File: src/rtl/mem_ctrl_pkg.sv
// Shared types and helpers for the data-memory controller.
// Big-endian lanes: lane 0 occupies bits 31:24.
package mem_ctrl_pkg;

    localparam int unsigned LANES  = 4;
    localparam int unsigned BYTE_W = 8;
    localparam int unsigned WORD_W = LANES * BYTE_W;

    typedef enum logic [1:0] {
        StIdle   = 2'd0,
        StRdWait = 2'd1,
        StRmwRd  = 2'd2,
        StRmwWr  = 2'd3
    } mem_state_t;

    typedef enum logic [1:0] {
        OP_READ = 2'd0,
        OP_SWL  = 2'd1,
        OP_SWR  = 2'd2
    } mem_op_t;

    // Lanes a partial store overwrites; {b, 3'b000} is the byte offset in bits.
    function automatic logic [WORD_W-1:0] lane_mask(mem_op_t op, logic [1:0] b);
        logic [WORD_W-1:0] mask;
        case (op)
            OP_SWL:  mask = {WORD_W{1'b1}} >> {b, 3'b000};
            OP_SWR:  mask = {WORD_W{1'b1}} << {~b, 3'b000};
            default: mask = '0;
        endcase
        return mask;
    endfunction

endpackage

File: src/rtl/data_mem_ctrl_if.sv
// Processor data-port bus between the core (master) and the memory controller (slave).
interface data_mem_ctrl_if #(
    parameter int unsigned ADDR_W = 16,
    parameter int unsigned DATA_W = 32
);

    logic [ADDR_W-1:0] Address;
    logic              ReadEn;
    logic              WriteEn;
    logic              WriteL;
    logic              WriteR;
    logic [DATA_W-1:0] WriteData;
    logic [DATA_W-1:0] ReadData;
    logic              nStall;

    modport master (
        output Address,
        output ReadEn,
        output WriteEn,
        output WriteL,
        output WriteR,
        output WriteData,
        input  ReadData,
        input  nStall
    );

    modport slave (
        input  Address,
        input  ReadEn,
        input  WriteEn,
        input  WriteL,
        input  WriteR,
        input  WriteData,
        output ReadData,
        output nStall
    );

endinterface

File: src/rtl/byte_merge.sv
// Combinational SWL/SWR merge of store data into the word read back from SRAM.
module byte_merge
    import mem_ctrl_pkg::*;
(
    input  logic [WORD_W-1:0] oldWord,
    input  logic [WORD_W-1:0] writeData,
    input  mem_op_t           op,
    input  logic [1:0]        byteSel,
    output logic [WORD_W-1:0] merged
);

    logic [WORD_W-1:0] mask;
    logic [WORD_W-1:0] aligned;

    always_comb begin
        mask = lane_mask(op, byteSel);
        case (op)
            OP_SWL:  aligned = writeData >> {byteSel, 3'b000};
            OP_SWR:  aligned = writeData << {~byteSel, 3'b000};
            default: aligned = '0;
        endcase
        merged = (oldWord & ~mask) | (aligned & mask);
    end

endmodule

File: src/rtl/data_mem_ctrl.sv
// Data-memory controller: core data port to a single-port synchronous SRAM.
// Full writes take one cycle; loads stall one cycle, SWL/SWR two (read-modify-write).
module data_mem_ctrl
    import mem_ctrl_pkg::*;
#(
    parameter int unsigned ADDR_W  = 16,
    parameter int unsigned DATA_W  = 32,
    parameter int unsigned SRAM_AW = 14
) (
    input  logic               Clock,
    input  logic               nReset,
    data_mem_ctrl_if.slave     bus,
    output logic [SRAM_AW-1:0] SramAddr,
    output logic               SramCE,
    output logic               SramWE,
    output logic [DATA_W-1:0]  SramWData,
    input  logic [DATA_W-1:0]  SramRData
);

    mem_state_t        stateQ, stateD;
    logic [ADDR_W-1:0] reqAddrQ;
    logic [DATA_W-1:0] reqDataQ;
    mem_op_t           reqOpQ;
    logic [DATA_W-1:0] oldWordQ;
    logic [DATA_W-1:0] readDataQ;

    logic [DATA_W-1:0] mergedWord;
    logic [ADDR_W-1:0] accessAddr;
    mem_op_t           newOp;
    logic              isPartial;
    logic              capture;
    logic              stallReq;

    // WriteL and WriteR together degrade to a plain full-word store.
    assign isPartial = bus.WriteEn & (bus.WriteL ^ bus.WriteR);
    assign newOp     = isPartial ? (bus.WriteL ? OP_SWL : OP_SWR) : OP_READ;

    byte_merge u_byte_merge (
        .oldWord   (oldWordQ),
        .writeData (reqDataQ),
        .op        (reqOpQ),
        .byteSel   (reqAddrQ[1:0]),
        .merged    (mergedWord)
    );

    always_comb begin
        stateD     = stateQ;
        capture    = 1'b0;
        stallReq   = 1'b0;
        SramCE     = 1'b0;
        SramWE     = 1'b0;
        SramWData  = '0;
        accessAddr = '0;
        unique case (stateQ)
            StIdle: begin
                if (bus.WriteEn && !isPartial) begin
                    SramCE     = 1'b1;
                    SramWE     = 1'b1;
                    SramWData  = bus.WriteData;
                    accessAddr = bus.Address;
                end else if (bus.WriteEn || bus.ReadEn) begin
                    // Load or first half of a read-modify-write: fetch the word.
                    capture    = 1'b1;
                    stallReq   = 1'b1;
                    SramCE     = 1'b1;
                    accessAddr = bus.Address;
                    stateD     = isPartial ? StRmwRd : StRdWait;
                end
            end
            StRdWait: begin
                accessAddr = reqAddrQ;
                stateD     = StIdle;
            end
            StRmwRd: begin
                accessAddr = reqAddrQ;
                stallReq   = 1'b1;
                stateD     = StRmwWr;
            end
            StRmwWr: begin
                SramCE     = 1'b1;
                SramWE     = 1'b1;
                SramWData  = mergedWord;
                accessAddr = reqAddrQ;
                stateD     = StIdle;
            end
            default: stateD = StIdle;
        endcase
    end

    always_ff @(posedge Clock or negedge nReset) begin
        if (!nReset) begin
            stateQ    <= StIdle;
            reqAddrQ  <= '0;
            reqDataQ  <= '0;
            reqOpQ    <= OP_READ;
            oldWordQ  <= '0;
            readDataQ <= '0;
        end else begin
            stateQ <= stateD;
            if (capture) begin
                reqAddrQ <= bus.Address;
                reqDataQ <= bus.WriteData;
                reqOpQ   <= newOp;
            end
            if (stateQ == StRmwRd) begin
                oldWordQ <= SramRData;
            end
            if (stateQ == StRdWait) begin
                readDataQ <= SramRData;
            end
        end
    end

    assign SramAddr     = SRAM_AW'(accessAddr >> 2);
    assign bus.nStall   = ~stallReq;
    // Bypass so the core sees load data in the same cycle it is returned.
    assign bus.ReadData = (stateQ == StRdWait) ? SramRData : readDataQ;

    assert property (@(posedge Clock) disable iff (!nReset) SramWE |-> SramCE);
    assert property (@(posedge Clock) disable iff (!nReset)
                     (stateQ == StRmwRd) |=> (stateQ == StRmwWr));

endmodule

File: src/flat_wrapper.sv
// flat-port wrapper written by rule: the top's interface ports become plain ports
module data_mem_ctrl_flat import mem_ctrl_pkg::*;
#(
    parameter int unsigned ADDR_W  = 16,
    parameter int unsigned DATA_W  = 32,
    parameter int unsigned SRAM_AW = 14
)
  (Clock, nReset, SramAddr, SramCE, SramWE, SramWData, SramRData, bus_Address, bus_ReadEn, bus_WriteEn, bus_WriteL, bus_WriteR, bus_WriteData, bus_ReadData, bus_nStall);
  data_mem_ctrl_if #(.ADDR_W(ADDR_W), .DATA_W(DATA_W)) bus_i ();
  input  logic Clock;
  input  logic nReset;
  output logic [SRAM_AW-1:0] SramAddr;
  output logic SramCE;
  output logic SramWE;
  output logic [DATA_W-1:0] SramWData;
  input  logic [DATA_W-1:0] SramRData;
  input wire logic [$bits(bus_i.Address)-1:0] bus_Address;
  input wire logic [$bits(bus_i.ReadEn)-1:0] bus_ReadEn;
  input wire logic [$bits(bus_i.WriteEn)-1:0] bus_WriteEn;
  input wire logic [$bits(bus_i.WriteL)-1:0] bus_WriteL;
  input wire logic [$bits(bus_i.WriteR)-1:0] bus_WriteR;
  input wire logic [$bits(bus_i.WriteData)-1:0] bus_WriteData;
  output wire logic [$bits(bus_i.ReadData)-1:0] bus_ReadData;
  output wire logic [$bits(bus_i.nStall)-1:0] bus_nStall;
  assign bus_i.Address = bus_Address;
  assign bus_i.ReadEn = bus_ReadEn;
  assign bus_i.WriteEn = bus_WriteEn;
  assign bus_i.WriteL = bus_WriteL;
  assign bus_i.WriteR = bus_WriteR;
  assign bus_i.WriteData = bus_WriteData;
  assign bus_ReadData = bus_i.ReadData;
  assign bus_nStall = bus_i.nStall;
  data_mem_ctrl #(.ADDR_W(ADDR_W), .DATA_W(DATA_W), .SRAM_AW(SRAM_AW)) u_core (.Clock(Clock), .nReset(nReset), .bus(bus_i), .SramAddr(SramAddr), .SramCE(SramCE), .SramWE(SramWE), .SramWData(SramWData), .SramRData(SramRData));
endmodule
File: config.mk
export PLATFORM = sky130hd
export DESIGN_NAME = data_mem_ctrl_flat
export DESIGN_NICKNAME = d
export VERILOG_FILES = /design/src/rtl/mem_ctrl_pkg.sv /design/src/rtl/data_mem_ctrl_if.sv /design/src/rtl/byte_merge.sv /design/src/rtl/data_mem_ctrl.sv /design/src/flat_wrapper.sv
export SDC_FILE = /design/constraint.sdc
export NUM_CORES = 1
export LEC_CHECK = 0
export ABC_AREA = 1
export ABC_CLOCK_PERIOD_IN_PS = 2320
export CAP_MARGIN = 5
export CORE_ASPECT_RATIO = 2
export CORE_MARGIN = 2
export CORE_UTILIZATION = 50
export DETAILED_ROUTE_END_ITERATION = 8
export PLACE_DENSITY_LB_ADDON = 0.3
export REMOVE_ABC_BUFFERS = 1
export SLEW_MARGIN = 25
export SYNTH_ARGS = -nofsm -noshare
export SYNTH_HDL_FRONTEND = slang
export SYNTH_SLANG_ARGS = --single-unit
export TNS_END_PERCENT = 1
File: constraint.sdc
create_clock -name Clock -period 2.32 [get_ports Clock]
set_input_delay 0.464 -clock Clock [delete_from_list [all_inputs] [get_ports Clock]]
set_output_delay 0.464 -clock Clock [all_outputs]
set_load 0.005 [all_outputs]
Word level (Yosys, flattened, before mapping)
Cells that the tools add are included.
{ "classes": {"eq_ne": 7, "mux": 22, "n_reduce_logical": 7, "shift": 4, "bitwise_logic": 8} }
{ "ops": {"columns": ["op", "n"], "rows": [
  ["case mux 32 bit (2 select lines)", 3],
  ["AND 32 bit", 2],
  ["two-way mux 32 bit", 2],
  ["two-way mux 16 bit", 2],
  ["NOT 32 bit", 1],
  ["OR 32 bit", 1],
  ["case mux 16 bit (2 select lines)", 1],
  ["<< shifter 32 x 5 -> 32 bit", 1],
  ["<< shifter 32 x 5 -> 32 bit, first input constant", 1],
  [">> shifter 32 x 5 -> 32 bit", 1],
  [">> shifter 32 x 5 -> 32 bit, first input constant", 1],
  ["two-way mux 2 bit", 5],
  ["== test 2 bit, second input constant", 3],
  ["case mux 1 bit (2 select lines)", 3],
  ["case mux 2 bit (3 select lines)", 1],
  ["two-way mux 1 bit", 5],
  ["== test 2 x 1 -> 1 bit, second input constant", 2],
  ["OR reduction 3 bit", 1],
  ["logical NOT 2 bit", 1],
  ["inequality test 2 x 1 -> 1 bit, second input constant", 1],
  ["inequality test 2 bit, second input constant", 1],
  ["NOT 2 bit", 1],
  ["AND reduction 2 bit", 1],
  ["OR reduction 2 bit", 1],
  ["6 further kinds", 6]
]} }
{ "word_totals": {"ff_bits": 116, "output_inout_bits": 81, "word_cells": 54, "inputBits": 86} }

Depth between registers and ports, before layout
Gate-level depths: netlist of the first run.
{ "logic_depth": {"depth_word": 7, "mapped_depth": 11, "ltp_nobuf": 9} }

By module
Synthesis of the first run repeated with hierarchy kept, for this count alone.
{ "hier_totals": {"cells_unflattened": 976, "hier_area_um2": 6959.2} }
{ "modules_own_cells": {"columns": ["mod", "seq_area_each_um2", "area_each_um2", "n_inst", "cells_each"], "rows": [
  ["data_mem_ctrl", 2902.8, 5300.1, 1, 615],
  ["byte_merge", 0.0, 1659.1, 1, 361]
]} }

Worst setup path before layout of the first run
No wires, ideal clock.
{ "synth_path": {"kind": "register -> output", "from": "register u_core.reqOpQ[0]", "to": "output SramWData[0]", "required_ns": 1.856, "path_buffers": 2, "stages_incl_launch_ff": 11, "arrival_ns": 1.475, "setup_slack_ns": 0.381, "cell_sequence": "dfrtp_1 -> inv_1 -> ha_1 -> buf_4 -> inv_4 -> o21bai_4 -> nand2_4 -> buf_6 -> a21oi_2 -> nand2_1 -> a21oi_2"} }
{ "synth_via": {"elab_chain_cells": 6, "word_cells_on_any_way": 9, "cone_classes": "eq/ne: 2; mux: 3; bitwise: 4"} }
{ "synth_rtl": {"columns": ["element", "line", "rtl"], "rows": [
  ["start, declared", "data_mem_ctrl.sv:23", "mem_op_t reqOpQ;"],
  ["start signal, assigned", "data_mem_ctrl.sv:103", "reqOpQ <= newOp;"],
  ["== test 2 bit / == test 2 x 1 -> 1 bit (equally long branches)", "mem_ctrl_pkg.sv:25, byte_merge.sv:17", null],
  ["case mux 32 bit (2 select lines)", "mem_ctrl_pkg.sv:25", "case (op)"],
  ["NOT 32 bit", "byte_merge.sv:22", "merged = (oldWord & ~mask) | (aligned & mask);"],
  ["AND 32 bit", "byte_merge.sv:22", null],
  ["OR 32 bit *", "byte_merge.sv:22", null],
  ["case mux 32 bit (2 select lines) *", "data_mem_ctrl.sv:54", "unique case (stateQ)"],
  ["end, declared", "flat_wrapper.sv:15", "output logic [DATA_W-1:0] SramWData;"]
]} }
Mark *: on every way between the ends. The rest lies on a longest branch, timed or not.

Worst setup path in the final report of the first run
{ "layout_path": {"from": "register u_core.reqOpQ[1]", "to": "output SramWData[21]"} }
The elaborated chain is that of the path after synthesis.

==> results_dict.tcl, run 1 <==
set metrics [dict create \
    outcome "finished with violations" \
    worst-endpoint-required_ns 1.86 \
    synthesis.area_per_instance_um2 7.66 \
    crit_path_time_final_ns 2.59 \
    utilization_of_the_core_after_routing_pct 76.6 \
    max-clock-path-buffers 2 \
    vdd.ir_drop.worst_mv 1.11 \
    synthesis.instances 881 \
    cts_htree_levels 4 \
    share_seq_of_total_power_pct 23.6 \
    route.met3.wl_mm 1.48 \
    cts_buffers 17 \
    first_global_vias 7386 \
    synth-seq-area-share_pct 43.0 \
    insertedDiodeCount 0 \
    grt_pass1_wl_mm 35.9 \
    drv_cap 0 \
    violations "negative setup slack" \
    std_cell_rows 60 \
    async_reset_ff_share_pct 100 \
    postSynth.topFlopCell "sky130_fd_sc_hd__dfrtp_1" \
    drt_first_iter_violations 525 \
    layout.area.seq_mm2 0.00291 \
    drt_drc_violations_left 0 \
    timing.critical_path.from_type "register" \
    max_slew.worst_pin.slew_ns 0.679 \
    criticalPathCategory "reg2out" \
    fin_crit_sh_pct 112 \
    wl_mm 23.1 \
    report.final.setup_viol 42 \
    library_cell_with_the_highest_instance_count_after_synthesis "sky130_fd_sc_hd__nand2_1" \
    first_drt_pass_iteration_count 5 \
    insertion_delay_ns 0.41 \
    top_signal_layer_used "met4" \
    fin_ws_ns -0.273 \
    die_area_mm2 0.0145 \
    fin_tns_setup_ns -7.32 \
    pwr_density_cell_mw_per_mm2 1480 \
    finalHoldViolCount 0 \
    remaining_global_route_overflow 0 \
    nets 1220 \
    cts_tree "built" \
    synth_seq_cells 116 \
    m1WireLength_mm 8.40 \
    power.share.clock_pct 17.1 \
    routability_congestion 0.927 \
    fillCellCount 867 \
    ctsRootBufferMaster "sky130_fd_sc_hd__clkbuf_16" \
    multi_input_comb_area_mm2 0.00376 \
    antenna_violating_nets_post_route 0 \
    post_synth_most_frequent_cells "sky130_fd_sc_hd__nand2_1, sky130_fd_sc_hd__dfrtp_1, sky130_fd_sc_hd__o21ai_0" \
    netlist_top_cells_area "sky130_fd_sc_hd__dfrtp_1, sky130_fd_sc_hd__nand2_1, sky130_fd_sc_hd__o21ai_0, sky130_fd_sc_hd__a21oi_1, sky130_fd_sc_hd__nand3_1" \
    groute.usage.overall_pct 31.6 \
    max_clock_freq_mhz 386 \
    clkTransAtPathRegs_ns 0.06 \
    count_of_input_and_output_buffers 166 \
    power.share.switching_pct 42.6 \
    path_max_fanout 8 \
    leakage_nw 4.67 \
    initial_antenna_violation_count 0 \
    wl_met2_mm 12.1 \
    yosysWarningCount 0 \
    fp.coreArea_mm2 0.0133 \
    p_sw_mw 6.41 \
    synth_top_cell_area_share_pct 43.0 \
    viasPerCell 5.63 \
    synth_edf_count 0 \
    clock_sink_count 116 \
    layout-drive-gt1-share_pct 33.6 \
    hold_path.class "in2async" \
    chipHeight_um 168 \
    finalClockSkew_ns 0.00524 \
    boundaryPins 167 \
    drv_slew 0 \
    synth.distinct_cells 31 \
    arrival_time_at_the_worst_endpoint_ns 2.13 \
    syn_std_cell_area_mm2 0.00675 \
    endpoint_kind "output port" \
    hold_slack_ns 0.407 \
    detailroute.via_count 7262 \
    largest_net_degree_at_the_start_of_global_routing 67 \
    start_util_pct 50.8 \
    power_frac_comb_pct 59.3 \
    slew_limit_headroom_pct 54.7 \
    grt_setup_unrepaired "yes" \
    synth.largest_area_cell "sky130_fd_sc_hd__dfrtp_1" \
    dp.final_hpwl_mm 14.3 \
    syn2layout_area_growth_pct 51.0 \
    wire_per_inst_um 17.9 \
    p_int_mw 8.64 \
    die_w_um 86.1 \
]
## stage by stage
stage               cells  cell area (µm²)  power (mW)  setup WS, ns
floorplan             829             6410        7.28       -0.0335
global placement     1225             8960        10.9        -0.455
detailed placement   1225             8960        11.1        -0.541
CTS                  1290            10200        14.7        -0.243
global route         1291            10200        15.9        -0.348
finish               1291            10200        15.1        -0.273
## cells by family (layout without fill, tap and decap cells)
family                     Yosys count  after routing  synth area share (%)
and+or+nand+nor                    440            441                  26.7
DFF                                116            116                  43.0
adders and majority gates            8              8                  1.48
xor gates and xnor gates             1              1                 0.130
muxes                               32             32                  5.34
buffers and inverters              124            378                  9.13
AOI/OAI and AO/OA                  160            160                  14.1
## power groups by stage
stage	logic (mW)	registers, mW	clock network (mW)
final	8.92	3.56	2.57
after global routing	9.61	3.65	2.65
after CTS	8.61	3.52	2.57
after detailed placement	7.61	3.50	0
after global placement	7.40	3.45	0
after floorplan	3.81	3.47	0
## routing by layer
layer	GRT usage, %	up-vias
li1	-	3316
met1	36.4	3434
met2	55.0	410
met3	4.75	102
met4	17.3	0
met5	0	-
## cells in the final DEF, fill, tap and decap left out, drive strengths merged, types with 2 or more instances in the layout
| cell type | instances |
|---|---|
| buf | 145 |
| clkbuf | 51 |
| a21oi | 76 |
| nand3 | 57 |
| clkinv | 4 |
| nor2 | 52 |
| dlygate4sd2 | 5 |
| clkdlybuf4s50 | 81 |
| mux2 | 32 |
| o22ai | 15 |
| clkdlybuf4s15 | 13 |
| ha | 8 |
| nand2 | 331 |
| inv | 72 |
| dfrtp | 116 |
| o21ai | 68 |
| clkinvlp | 3 |
| bufinv | 2 |
## what timing repair did
action	CTS	global route
hold endpoints to repair	4	0
gates cloned	2	0
buffers inserted	33	1
hold buffers	1	0
endpoints found under the setup margin	81	80
gates resized for setup	333	110
pin swaps	41	25
## state kept, by name (all words and copies together), names as in the netlist
name	cells
u_core.oldWordQ	32
u_core.readDataQ	32
u_core.reqDataQ	32
u_core.reqAddrQ	16
u_core.reqOpQ	2
u_core.stateQ	2
## worst max-delay path, cell delays in order, from the launching register on
cell and delay, ns:
sky130_fd_sc_hd__dfrtp_2 0.44, sky130_fd_sc_hd__buf_6 0.12, sky130_fd_sc_hd__ha_4 0.14, sky130_fd_sc_hd__inv_4 0.04
sky130_fd_sc_hd__buf_4 0.18, sky130_fd_sc_hd__a21oi_1 0.24, sky130_fd_sc_hd__nand2_1 0.10, sky130_fd_sc_hd__nand3_1 0.14
sky130_fd_sc_hd__nand2_4 0.07, sky130_fd_sc_hd__a21oi_2 0.12, sky130_fd_sc_hd__buf_2 0.12
## path summary, 6_finish.rpt
path	cells after the start	endpoint	slack [ns]	startpoint
max	10	SramWData[21]	-0.27	u_core.reqOpQ[1]
min	2	u_core.readDataQ[15]	0.41	nReset
max reg2reg	9	u_core.reqDataQ[9]	0.30	u_core.stateQ[0]
min reg2reg	1	u_core.readDataQ[29]	0.49	u_core.readDataQ[29]
max in group asynchronous	3	u_core.reqAddrQ[1]	1.36	nReset
min in group Clock	1	u_core.readDataQ[29]	0.49	u_core.readDataQ[29]
## area by class of cell
type	count	share of cell area, %
Clock buffer	20	4.58
Clock inverter	9	1.04
Timing Repair Buffer	277	24.1
Sequential cell	116	28.5
Multi-Input combinational cell	642	36.9
Inverter	72	2.88
Tap cell	155	1.90
Note: power is estimated with default switching activity, not from simulation.
==> inputs of run 2 (changes only) <==
Settings changed: TNS_END_PERCENT 1 to 10.
==> results_dict.tcl, run 2 (same netlist as run 1, synthesis figures left out) <==
set metrics [dict create \
    top_regs "u_core.oldWordQ (32), u_core.readDataQ (32), u_core.reqDataQ (32)" \
    drt_first_iter_violations 605 \
    syn2layout_area_growth_pct 51.5 \
    grt_setup_unrepaired "yes" \
    p_sw_mw 6.43 \
    die_w_um 86.1 \
    fin_ws_ns -0.270 \
    critPathCapture "SramWData[27]" \
    endpoint_kind "output port" \
    dp_slack_ns -0.541 \
    count_of_input_and_output_buffers 166 \
    first_global_vias 7341 \
    timing.critical_path.from_type "register" \
    slew_limit_headroom_pct 54.6 \
    std_cell_rows 60 \
    start_util_pct 50.8 \
    ctsRootBufferMaster "sky130_fd_sc_hd__clkbuf_16" \
    first_drt_pass_iteration_count 7 \
    top_signal_layer_used "met4" \
    power.share.clock_pct 17.0 \
    report.final.setup_viol 42 \
    leading_cell_types_in_the_layout_fill_and_taps_excluded "sky130_fd_sc_hd__nand2_1, sky130_fd_sc_hd__dfrtp_1, sky130_fd_sc_hd__clkdlybuf4s50_1, sky130_fd_sc_hd__buf_4, sky130_fd_sc_hd__o21ai_0" \
    hold_path.class "in2async" \
    arrival_time_at_the_worst_endpoint_ns 2.13 \
    fp.coreArea_mm2 0.0133 \
    boundaryPins 167 \
    share_seq_of_total_power_pct 23.6 \
    fin_crit_sh_pct 112 \
    criticalPathCategory "reg2out" \
    vdd.ir_drop.worst_mv 1.11 \
    drv_cap 0 \
    route.met3.wl_mm 1.43 \
    die_area_mm2 0.0145 \
    wire_per_inst_um 17.9 \
    layout-drive-gt1-share_pct 34.0 \
    outcome "finished with violations" \
    timing.rr.end "u_core.reqDataQ[8]" \
    remaining_global_route_overflow 0 \
    max_slew.worst_pin.slew_ns 0.682 \
    fillCellCount 875 \
    max-clock-path-buffers 2 \
    final_cell_count_no_fill 1292 \
    cts_buffers 17 \
    finalClockSkew_ns 0.00587 \
    insertedDiodeCount 0 \
    p_int_mw 8.67 \
    cts_htree_levels 4 \
    nets 1221 \
    worst_path_largest_cell_delay_ns 0.41 \
    grt_pass1_wl_mm 36.0 \
    hold_slack_ns 0.408 \
    path_max_fanout 8 \
    initial_antenna_violation_count 0 \
    wl_mm 23.1 \
    power_frac_comb_pct 59.4 \
    startpoint "u_core.reqOpQ[0]" \
    cts_tree "built" \
    layout_commonest_cell "sky130_fd_sc_hd__nand2_1" \
    drt_drc_violations_left 0 \
    finalHoldViolCount 0 \
    clkTransAtPathRegs_ns 0.06 \
    post-place-cells 1225 \
    largest_net_degree_at_the_start_of_global_routing 67 \
    viasPerCell 5.56 \
    worstPathCellList "inv_2 -> ha_4 -> inv_4 -> buf_12 -> nand2_8 -> buf_8 -> a21oi_4 -> nand2_2 -> a21oi_2 -> buf_2" \
    routability_congestion 0.927 \
    pwr_density_cell_mw_per_mm2 1480 \
    fin_total_pwr_mw 15.1 \
    critical_path_slowest_stage_cell "sky130_fd_sc_hd__dfrtp_1" \
    r2r.worst_path.cells 10 \
    chipHeight_um 168 \
    regToRegStartpoint "u_core.stateQ[0]" \
    m1WireLength_mm 8.47 \
    wl_met2_mm 12.0 \
    fin_tns_setup_ns -7.19 \
    detailroute.via_count 7184 \
    reg2reg_slack_ns 0.28 \
    insertion_delay_ns 0.41 \
    power.share.switching_pct 42.6 \
    clock_sink_count 116 \
    worst-endpoint-required_ns 1.86 \
    antenna_violating_nets_post_route 0 \
    dp.final_hpwl_mm 14.3 \
    max_clock_freq_mhz 386 \
    crit_path_time_final_ns 2.59 \
    leakage_nw 4.68 \
    drv_slew 0 \
    groute.usage.overall_pct 31.7 \
    violations "negative setup slack" \
]
[run 2: cell types whose count changed in the layout (fill, tap and decap cells not counted), sizes merged]
cell,previous run,this run
clkdlybuf4s15,13,10
inv,72,71
dlymetal6s2s,1,0
clkdlybuf4s50,81,82
buf,145,152
dlygate4sd2,5,3
clkbuf,51,50
clkinv,4,5
[run 2: power by group through the flow]
| stage | registers [mW] | clock network (mW) | logic (mW) |
|---|---|---|---|
| 5_1_grt | 3.66 | 2.66 | 9.64 |
| 4_1_cts | 3.52 | 2.57 | 8.57 |
| 2_1_floorplan | 3.47 | 0 | 3.81 |
| 3_3_place_gp | 3.45 | 0 | 7.40 |
| 6_report | 3.56 | 2.56 | 8.97 |
| 3_5_place_dp | 3.50 | 0 | 7.61 |
[run 2: worst min-delay path by stage]
stage	end	startpoint	slack [ns]
after floorplan	u_core.oldWordQ[0]	nReset	0.17
after global placement	u_core.readDataQ[6]	nReset	0.29
after detailed placement	u_core.readDataQ[15]	nReset	0.29
after CTS	u_core.readDataQ[6]	nReset	0.41
after global routing	u_core.readDataQ[6]	nReset	0.43
final	u_core.readDataQ[15]	nReset	0.41
[run 2: what timing repair did]
action                     4_1_cts  5_1_grt
resized for setup              357      101
buffers inserted                33        2
pin swaps                       48       33
hold endpoints to repair         4        0
cloned                           2        0
hold buffers                     1        0
setup endpoints to repair       81       80
[run 2: layer usage]
metal,GRT usage [%],vias to the layer above
met4,15.6,0
met1,36.5,3390
met5,0,-
met2,55.8,373
met3,5.29,98
li1,-,3323
[run 2: cell type report]
cell class                      instances  area (µm²)  area share (%)
Tap cell                              155         194            1.90
Multi-Input combinational cell        642        3810            37.3
Timing Repair Buffer                  278        2450            24.0
Sequential cell                       116        2910            28.4
Clock buffer                           20         467            4.57
Clock inverter                          9         106            1.04
Inverter                               72         290            2.84
[run 2: worst max-delay path: cells and delay by family (launching register included)]
kind,cells,cell delay (ns)
simple gates,2,0.17
flops,1,0.41
fa+ha+maj,1,0.22
buf+inv,5,0.63
compound gates,2,0.28
[run 2: per-stage QoR]
stage	utilization, %	area [µm²]
6_report	76.9	10200
5_1_grt	76.9	10200
4_1_cts	76.4	10200
3_5_place_dp	67.4	8960
3_3_place_gp	67.4	8960
2_1_floorplan	-	6410
==> inputs of run 3 (changes only) <==
Settings changed: ABC_CLOCK_PERIOD_IN_PS 2320 to 2700.
Clock period 2.32 ns to 2.7 ns, I/O delays scaled along.
==> results_dict.tcl, run 3 (same netlist as run 1, synthesis figures left out) <==
set metrics [dict create \
    post-place-cells 1206 \
    detailroute.via_count 6885 \
    worst_path_dominant_cell_family "buffers and inverters" \
    antenna_violating_nets_post_route 0 \
    critPathCapture "SramWData[0]" \
    fin_ws_ns -0.0542 \
    chipHeight_um 168 \
    path_buf_inv 4 \
    viasPerCell 5.52 \
    fin_crit_sh_pct 102 \
    cts_buffers 17 \
    cts_tree "built" \
    insertion_delay_ns 0.41 \
    count_of_input_and_output_buffers 166 \
    first_drt_pass_iteration_count 8 \
    layout-drive-gt1-share_pct 19.8 \
    insertedDiodeCount 0 \
    timing.rr.end "u_core.reqDataQ[8]" \
    cpMostUsedCell "sky130_fd_sc_hd__nand2_1" \
    syn2layout_area_growth_pct 42.6 \
    max_slew.worst_pin.slew_ns 0.679 \
    cts_htree_levels 4 \
    dp_slack_ns -0.331 \
    max_clock_freq_mhz 363 \
    r2r.worst_path.cells 9 \
    path_depth 11 \
    drt_first_iter_violations 399 \
    first_global_vias 7016 \
    criticalPathCategory "reg2out" \
    startpoint "u_core.reqOpQ[0]" \
    vdd.ir_drop.worst_mv 0.717 \
    ctsRootBufferMaster "sky130_fd_sc_hd__clkbuf_16" \
    utilization_of_the_core_after_routing_pct 72.4 \
    violations "negative setup slack" \
    clkTransAtPathRegs_ns 0.06 \
    routability_congestion 0.911 \
    endpoint_kind "output port" \
    worst_path_largest_cell_delay_ns 0.40 \
    fillCellCount 1014 \
    pwr_density_cell_mw_per_mm2 1240 \
    slew_limit_headroom_pct 54.7 \
    critical_path_slowest_stage_cell "sky130_fd_sc_hd__dfrtp_1" \
    std_cell_rows 60 \
    groute.usage.overall_pct 29.6 \
    nets 1175 \
    worstPathCellList "inv_2 -> buf_6 -> ha_4 -> inv_4 -> o21bai_4 -> nand2_4 -> nor2_1 -> nand2_1 -> nand2_1 -> a21oi_2 -> dlygate4sd2_1" \
    wl_mm 21.2 \
    top_regs "u_core.oldWordQ (32), u_core.readDataQ (32), u_core.reqDataQ (32)" \
    finalHoldViolCount 0 \
    initial_antenna_violation_count 0 \
    dp.final_hpwl_mm 14.2 \
    report.final.setup_viol 7 \
    arrival_time_at_the_worst_endpoint_ns 2.21 \
    outcome "finished with violations" \
    crit_path_time_final_ns 2.75 \
    max-clock-path-buffers 2 \
    final_cell_count_no_fill 1247 \
    finalClockSkew_ns 0.00686 \
    reg2reg_slack_ns 0.64 \
    grt_setup_unrepaired "yes" \
    worst-endpoint-required_ns 2.16 \
    largest_net_degree_at_the_start_of_global_routing 67 \
    die_w_um 86.1 \
    fp.coreArea_mm2 0.0133 \
    regToRegStartpoint "u_core.stateQ[1]" \
    hold_path.class "in2async" \
    leakage_nw 4.44 \
    drv_slew 0 \
    path_max_fanout 8 \
    start_util_pct 50.8 \
    boundaryPins 167 \
    leading_cell_types_in_the_layout_fill_and_taps_excluded "sky130_fd_sc_hd__nand2_1, sky130_fd_sc_hd__dfrtp_1, sky130_fd_sc_hd__clkdlybuf4s50_1, sky130_fd_sc_hd__o21ai_0, sky130_fd_sc_hd__inv_1" \
    fin_tns_setup_ns -0.170 \
    layout_commonest_cell "sky130_fd_sc_hd__nand2_1" \
    remaining_global_route_overflow 0 \
    die_area_mm2 0.0145 \
    hold_slack_ns 0.0996 \
    wire_per_inst_um 17.0 \
    drv_cap 0 \
    grt_pass1_wl_mm 33.7 \
    timing.critical_path.from_type "register" \
    clock_sink_count 116 \
    drt_drc_violations_left 0 \
]
## run 3: changes by cell type in the layout (fill, tap and decap cells not counted), sizes merged
cell	delta
buf	-84
bufinv	+1
clkbuf	-17
clkdlybuf4s15	-5
clkdlybuf4s50	+30
clkinvlp	-1
dlygate4sd2	+26
dlygate4sd3	-1
dlymetal6s2s	+6
## run 3: repair_timing
action	4_1_cts	5_1_grt
endpoints found under the setup margin	81	65
hold endpoints to repair	0	0
cloned	2	0
pin swaps	11	4
buffers inserted	9	0
hold buffers	0	0
gates resized for setup	88	54
## run 3: worst register-to-register path, stage by stage (launching register included)
cell	delay, ns
sky130_fd_sc_hd__dfrtp_1	0.41
sky130_fd_sc_hd__inv_2	0.09
sky130_fd_sc_hd__ha_2	0.20
sky130_fd_sc_hd__inv_2	0.08
sky130_fd_sc_hd__nor2_4	0.20
sky130_fd_sc_hd__nand2_4	0.08
sky130_fd_sc_hd__inv_4	0.05
sky130_fd_sc_hd__buf_4	0.54
sky130_fd_sc_hd__nand2_1	0.19
sky130_fd_sc_hd__o21ai_0	0.12
## run 3: metal layers
metal | GRT usage, % | routed length, µm | part of all wire [%]
met1 | 33.6 | 8000 | 38
met2 | 51.8 | 11200 | 53
met3 | 4.95 | 1140 | 5.4
met4 | 15.6 | 895 | 4.2
met5 | 0 | 0 | 0
## run 3: worst min path at each step
stage | from | endpoint | slack, ns
2_1_floorplan | nReset | u_core.oldWordQ[0] | 0.24
3_3_place_gp | u_core.readDataQ[5] | u_core.readDataQ[5] | 0.46
3_5_place_dp | u_core.readDataQ[29] | u_core.readDataQ[29] | 0.47
4_1_cts | nReset | u_core.readDataQ[15] | 0.12
5_1_grt | nReset | u_core.readDataQ[15] | 0.14
6_report | nReset | u_core.readDataQ[6] | 0.1
## run 3: final cells by class
type | count | area, µm² | share of cell area (%)
Sequential cell | 116 | 2910 | 30.2
Tap cell | 155 | 194 | 2.02
Clock buffer | 21 | 470 | 4.89
Clock inverter | 9 | 129 | 1.34
Timing Repair Buffer | 232 | 2230 | 23.2
Multi-Input combinational cell | 642 | 3400 | 35.3
Inverter | 72 | 290 | 3.02
## run 3: stage by stage
stage                     area, µm²  total power, mW
after floorplan                6410             6.25
after global placement         8770             9.02
after detailed placement       8770             9.24
after CTS                      9580             11.8
after global routing           9620             12.6
final                          9620             11.9
## run 3: power by group
group          switching [mW]  internal [mW]
combinational            3.69           2.87
clock                   0.787           1.51
sequential              0.437           2.61
total                    4.91           6.99
